File: src/rtl/jstep_monitor.sv
`default_nettype none
// ============================================================================
// Module   : jstep_monitor
// Purpose  : Decodes the one-hot stepper bus into a step index, counts
//            completed 6-step instruction cycles and raises sticky protocol
//            error flags (non-one-hot, out-of-order, stall).
// Revision : 1.0 - initial release
// ============================================================================
module jstep_monitor #(
    parameter int TIMEOUT = 64,
    parameter int CW      = 16
) (
    input  logic          clk,
    input  logic          reset,
    input  logic          wclk,
    input  logic [0:5]    bos,
    input  logic          clear_err,
    output logic [2:0]    step_idx,
    output logic          step_valid,
    output logic          cycle_done,
    output logic [CW-1:0] instr_count,
    output logic          err_onehot,
    output logic          err_order,
    output logic          err_stall,
    output logic          err_any
);

    localparam logic [8:0] c_timeout = 9'(TIMEOUT);

    typedef enum logic [0:0] {
        S_SYNC = 1'b0,
        S_RUN  = 1'b1
    } state_t;

    state_t          r_state;
    logic            r_wclk_q;
    logic [2:0]      r_step_idx;
    logic [2:0]      r_expected;
    logic            r_step_valid;
    logic            r_cycle_done;
    logic [CW-1:0]   r_instr_count;
    logic [7:0]      r_stall_cnt;
    logic            r_err_onehot;
    logic            r_err_order;
    logic            r_err_stall;
    logic            r_err_any;

    logic            w_event;
    logic            w_onehot;
    logic [2:0]      w_idx;
    logic [2:0]      w_bits;
    logic            w_run;
    logic            w_stall_hit;
    logic            w_nxt_onehot;
    logic            w_nxt_order;
    logic            w_nxt_stall;

    // Event is the mid-step falling edge of wclk, seen through one sample register.
    always_comb begin
        w_idx  = 3'd0;
        w_bits = 3'd0;
        for (int i = 0; i < 6; i++) begin
            if (bos[i]) begin
                w_idx  = 3'(i);
                w_bits = w_bits + 3'd1;
            end
        end
        w_onehot    = (w_bits == 3'd1);
        w_event     = r_wclk_q & ~wclk;
        w_run       = (r_state == S_RUN);
        w_stall_hit = w_run & ~w_event & (({1'b0, r_stall_cnt} + 9'd1) >= c_timeout);
    end

    // A newly detected error overrides a simultaneous clear.
    always_comb begin
        w_nxt_onehot = (r_err_onehot & ~clear_err) | (w_run & w_event & ~w_onehot);
        w_nxt_order  = (r_err_order  & ~clear_err) |
                       (w_run & w_event & w_onehot & (w_idx != r_expected));
        w_nxt_stall  = (r_err_stall  & ~clear_err) | w_stall_hit;
    end

    always_ff @(posedge clk or negedge reset) begin
        if (!reset) begin
            r_state       <= S_SYNC;
            r_wclk_q      <= 1'b0;
            r_step_idx    <= 3'd0;
            r_expected    <= 3'd0;
            r_step_valid  <= 1'b0;
            r_cycle_done  <= 1'b0;
            r_instr_count <= '0;
            r_stall_cnt   <= 8'd0;
            r_err_onehot  <= 1'b0;
            r_err_order   <= 1'b0;
            r_err_stall   <= 1'b0;
            r_err_any     <= 1'b0;
        end else begin
            r_wclk_q     <= wclk;
            r_cycle_done <= 1'b0;
            r_err_onehot <= w_nxt_onehot;
            r_err_order  <= w_nxt_order;
            r_err_stall  <= w_nxt_stall;
            r_err_any    <= w_nxt_onehot | w_nxt_order | w_nxt_stall;

            case (r_state)
                S_SYNC: begin
                    r_stall_cnt <= 8'd0;
                    if (w_event && w_onehot && (w_idx == 3'd0)) begin
                        r_state      <= S_RUN;
                        r_step_valid <= 1'b1;
                        r_step_idx   <= 3'd0;
                        r_expected   <= 3'd1;
                    end
                end
                S_RUN: begin
                    if (w_event) begin
                        r_stall_cnt <= 8'd0;
                        if (w_onehot) begin
                            // Out-of-order steps resynchronise to the observed index.
                            r_step_idx <= w_idx;
                            r_expected <= (w_idx == 3'd5) ? 3'd0 : w_idx + 3'd1;
                            if (w_idx == 3'd5) begin
                                r_cycle_done  <= 1'b1;
                                r_instr_count <= r_instr_count + CW'(1);
                            end
                        end else begin
                            r_state      <= S_SYNC;
                            r_step_valid <= 1'b0;
                        end
                    end else if (w_stall_hit) begin
                        r_state      <= S_SYNC;
                        r_step_valid <= 1'b0;
                        r_stall_cnt  <= 8'd0;
                    end else if (r_stall_cnt != 8'hFF) begin
                        r_stall_cnt <= r_stall_cnt + 8'd1;
                    end
                end
                default: begin
                    r_state      <= S_SYNC;
                    r_step_valid <= 1'b0;
                end
            endcase
        end
    end

    assign step_idx    = r_step_idx;
    assign step_valid  = r_step_valid;
    assign cycle_done  = r_cycle_done;
    assign instr_count = r_instr_count;
    assign err_onehot  = r_err_onehot;
    assign err_order   = r_err_order;
    assign err_stall   = r_err_stall;
    assign err_any     = r_err_any;

endmodule
`default_nettype wire

File: config.mk
export PLATFORM = sky130hd
export DESIGN_NAME = jstep_monitor
export DESIGN_NICKNAME = d
export VERILOG_FILES = /design/src/rtl/jstep_monitor.sv
export SDC_FILE = /design/constraint.sdc
export NUM_CORES = 1
export LEC_CHECK = 0
export BUFFER_PORTS_ARGS = -buffer_cell sky130_fd_sc_hd__buf_2
export CAP_MARGIN = 10
export CORE_MARGIN = 2
export CORE_UTILIZATION = 40
export CTS_CLUSTER_DIAMETER = 120
export DETAILED_ROUTE_END_ITERATION = 7
export GPL_TIMING_DRIVEN = 0
export PLACE_DENSITY = 0.61
export SLEW_MARGIN = 20
export SYNTH_ARGS = -nofsm -noshare
export SYNTH_HDL_FRONTEND = slang
export SYNTH_SLANG_ARGS = --single-unit
File: constraint.sdc
create_clock -name clk -period 2.4 [get_ports clk]
set_input_delay 0.48 -clock clk [delete_from_list [all_inputs] [get_ports clk]]
set_output_delay 0.48 -clock clk [all_outputs]
set_load 0.01 [all_outputs]
Yosys cells after proc, flatten, opt, wreduce, memory -nomap -nowiden
Index checks and enable logic that the tools add are counted.

Input port bits: 10. Register bits after elaboration: 38. Output and inout bits: 25. Logic and storage cells: 96.

Muxes and demuxes: 38. Reductions and logical operators: 6. Bitwise gates (word level): 20. Order comparisons: 1. Eq/ne operators: 10. Add/subtract/negate cells: 9.

Operator list (count): $mux 3 (15); $mux 8 (3); $add 3x1->3 const B (6); $add 16x1->16 const B (1); $pmux 8 s2 (1); $mux 1 (14); $pmux 3 s2 (2); $and 1x1->1 (10); $add 8x1->9 const B (1); $ge 9x7->1 const B (1); $add 8x1->8 const B (1); $ne 8x8->1 const B (1); $reduce_and 3->1 (2); $not 1->1 (5); $or 1x1->1 (5); $ne 2x1->1 const B (2); $ne 4x1->1 const B (1); $pmux 1 s2 (2); $reduce_and 4->1 (1); $eq 3x1->1 const B (1); $eq 3x3->1 const B (1); $logic_not 3->1 (1); $ne 3x1->1 const B (1); $ne 3x3->1 (1); 4 further kinds (5).

Logic depth before layout (Yosys ltp)
Word-level depth: 17. Depth in mapped cells: 16. Gate-level depth less buffers: 16.

Least setup slack after synthesis
No wires, ideal clock.

Path kind: in2reg. Start point: input port bos[1] in the netlist's numbering. End point: register r_instr_count[11] (netlist: instr_count[11]). Setup time: 0.125 ns. Slack: -0.873 ns. Data arrival time: 3.148 ns. Path buffers: 0. Required time: 2.275 ns. Cell stages on the path: 16. Cells stage by stage: inv_1 > ha_1 > xor2_1 > ha_1 > nand2_1 > nand2_1 > ha_1 > nor2b_1 > a21oi_1 > ha_1 > nand2_1 > xnor2_1 > xnor2_1 > nor4_4 > nand4_1 > xnor2_1.

Longest elaborated chain between the ends: 11. Elaborated cells on any way between the ends: 17. Classes of those cells: 4 x add/sub; 2 x eq/ne; 10 x mux; 1 x reduce/logical.

Ends and longest elaborated chain: start, declared (line 16) `input logic [0:5] bos,`; $mux 3 (line 63) `if (bos[i]) begin`; $add 3x1->3 (line 65) `w_bits = w_bits + 3'd1;`; $mux 3 (line 63); $add 3x1->3 (line 65); $mux 3 (line 63); $add 3x1->3 (line 65); $mux 3 (line 63); $add 3x1->3 (line 65); $mux 3 (line 63); $eq 3x1->1 (line 68) `w_onehot = (w_bits == 3'd1);`; $reduce_and 4->1 (no source line) *; end signal, assigned (line 123) `r_instr_count <= r_instr_count + CW'(1);`; end, declared (line 41) `logic [CW-1:0] r_instr_count;`.

Mark *: on every way between the ends. The rest lies on a longest branch, timed or not. A chain may end at the register's enable or synchronous reset.

Worst setup path in the final report
Start point: input port bos[1] in the netlist's numbering. End point: register r_instr_count[12] (netlist: instr_count[12]).

Same word-level chain as after synthesis.

==> run_results.csv <==
group,metric,value,unit
status,status,"finished, violations left",
status,violations,"setup timing",
timing,worst_pin_slew,0.804,ns
setup_path,cpLargestDelayFamily,"adder cells",
clocking,cts_tree,"yes",
timing,finalSetupViolCount,28,
drt,wirelength,3830,µm
setup_path,slowest_stage,"nor4_4",
drt,drcViolationCount,0,
yosys,yosysUniqueCellTypes,42,
final_layout,layout.nets,246,
die,initial_core_util,0.413,
timing,grt_setup_unrepaired,"true",
setup_path,path_class,"in2reg",
setup_path,crit_chain,"buf_8, inv_4, ha_4, xor2_1, ha_1, nand2_1, nand2_1, ha_1, nor2b_2, a21oi_2, ha_4, or2_4, nor4_4, buf_4, nand3_1, xnor2_1",
yosys,yosysMostFrequentCell,"dfrtp_1",
yosys,ys.flop_type,"dfrtp_1",
grt,gr-total-overflow,0,
setup_path,critPathCaptureType,"flop",
placed_design,pre_cts_slack,-1.23,ns
pwr,power.leakage,1.24,nW
grt,grt_max_degree,39,
yosys,async_flop_share,1.00,
yosys,synth_commonest_cells,"dfrtp_1, xnor2_1, nor2_1",
clocking,clockRootBuffer,"clkbuf_8",
drt,num_vias,1450,
clocking,clock_latency,0.29,ns
yosys,yosys.area_share.simple,0.167,
clocking,clkSinkCount,38,
pwr,pwr_density_cell,549,nW/µm²
clocking,clk_pin_slew,0.07,ns
placed_design,place_congestion,0.724,
yosys,synth_compound_area_frac,0.113,
grt,antenna_found_initial,0,
die,die_x,73.6,µm
pwr,total_power,1.43,mW
die,core_area,4690,µm²
grt,track_usage,0.149,
yosys,synthCells,177,
yosys,synth-xor-area-share,0.130,
yosys,synth_top_family_by_area,"simple AND/OR/NAND/NOR gates",
die,top_level_ports,35,
yosys,synth_edf_count,0,
timing,finalCritPeriodShare,1.24,
placed_design,hpwl,2510,µm
grt,grt_pass1_vias,1348,
hold_path,hold_class,"in2async",
yosys,synthMuxAreaShare,0.0161,
grt,grt_pass1_wl,6180,µm
final_layout,syn_to_final_growth,34.0,%
final_layout,fillers,407,
timing,layout_setup_ws,-0.576,ns
drt,via_per_inst,5.12,
die,die_h,73.6,µm
setup_path,cp_num_buf_inv,3,
timing,max_slew_margin,0.464,
setup_path,slowest_delay,0.33,ns
yosys,synth_area_leaders,"dfrtp_1, xnor2_1, ha_1",
yosys,syn_area,1940,µm²
timing,max_freq,336,MHz
timing,hold_slack,0.274,ns
timing,report.final.hold_viol_count,0,
placed_design,io_buffers,31,
yosys,syn_avg_cell_area,11.0,µm²
yosys,ys_ff_latch,38,
clocking,cts_buffers,5,
setup_path,cp_max_fo,5,
clocking,clk_path_buf_depth,2,
drt,drtIter0Drc,117,
final_layout,drive_gt1_frac,0.380,
yosys,yosysSeqAreaShare,0.490,
yosys,synth.largest_area_cell,"dfrtp_1",
job,maxCapViolCount,0,
drt,post_drt_wl_per_cell,13.5,µm
die,dieArea,5420,µm²
yosys,synth_top_area_frac,0.490,
drt,drt-pass1-iter-count,4,
drt,ant_nets,0,
setup_path,cp.required,2.58,ns
timing,slew_viol_final,0,
timing,post-route-min-period,2.98,ns
setup_path,start_kind,"input port",
setup_path,cp.arrival,3.15,ns
clocking,cts_hold_buffers,0,
yosys,synth_warnings,0,
yosys,synth_fa_ha_area_frac,0.0516,
pwr,ir_worst_vdd,0.253,mV
timing,finClkSkew,0.00940,ns
die,rows,25,
final_layout,diodes,0,
clocking,h-tree-depth,2,
[sequential cells by signal, summed over array words and instances, names as in the netlist]
| name | cells |
|---|---|
| err_onehot | 1 |
| step_idx | 3 |
| instr_count | 16 |
| cycle_done | 1 |
| r_state | 1 |
| err_stall | 1 |
| err_any | 1 |
| r_stall_cnt | 8 |
| step_valid | 1 |
| r_wclk_q | 1 |
| r_expected | 3 |
| err_order | 1 |
[cells by family after synthesis]
logic type / after synthesis
buffers and inverters: 13
adders and majority gates: 8
DFF: 38
muxes: 3
AOI/OAI and AO/OA: 28
xor gates and xnor gates: 27
and+or+nand+nor: 59
other: 1
[power by group]
| group | internal [mW] | switching [mW] | total [mW] |
|---|---|---|---|
| Combinational | 0.161 | 0.156 | 0.318 |
| Clock | 0.231 | 0.231 | 0.461 |
| Sequential | 0.645 | 0.00286 | 0.648 |
[cell usage in the layout, fill, tap and decap left out, types with 6 or more instances in the layout]
cell / Yosys / routed
dfrtp_1: 38 / 38
nand3_2: 0 / 6
nand4_1: 7 / 7
buf_6: 1 / 8
xnor2_1: 21 / 19
buf_2: 1 / 30
and3_1: 6 / 6
inv_1: 9 / 7
nand2_1: 11 / 8
nor2_1: 12 / 11
clkbuf_8: 0 / 6
[area by class of cell]
class | count | area (µm²) | area share
clock buffers | 6 | 82.6 | 0.0318
flip-flops and latches | 38 | 951 | 0.366
plain buffers | 4 | 23.8 | 0.00915
well taps | 54 | 67.6 | 0.0260
repair buffers | 43 | 297 | 0.114
inverters | 9 | 48.8 | 0.0188
multi-input cells | 127 | 1120 | 0.429
clock inverters | 2 | 12.5 | 0.00481
[path summary, 6_finish.rpt]
| check | startpoint | endpoint | slack, ns | depth (start not counted) |
|---|---|---|---|---|
| max | bos[1] | instr_count[12] | -0.58 | 16 |
| min | reset | instr_count[9] | 0.27 | 1 |
| max reg2reg | r_wclk_q | instr_count[12] | 0.28 | 7 |
| min reg2reg | instr_count[15] | instr_count[15] | 0.47 | 1 |
| max in group asynchronous | reset | step_idx[2] | 1.61 | 1 |
| min in group clk | wclk | r_wclk_q | 0.31 | 1 |
[timing repair]
action	CTS	global route
endpoints found under the setup margin	28	28
gates cloned	0	1
pin swaps	19	15
buffers inserted	10	2
gates resized for setup	27	17
[layer usage]
metal  track usage  vias to the layer above  routed length [µm]  part of all wire
li1              -                      718                   -                 -
met2         0.228                       34                1780              0.47
met5             0                        -                   0                 0
met4        0.0424                        0                  26            0.0068
met1         0.200                      694                1850              0.48
met3        0.0508                        4                 172             0.045
[per-stage QoR]
stage,utilization,setup TNS (ns),cells,cell area (µm²)
2_1_floorplan,-,-17.45,178,1990
4_1_cts,0.535,-15.43,281,2510
5_1_grt,0.554,-17.78,283,2600
3_3_place_gp,0.471,-28.90,263,2210
6_report,0.554,-13.96,283,2600
3_5_place_dp,0.471,-30.21,263,2210
Power figures use the tool's default switching activity.
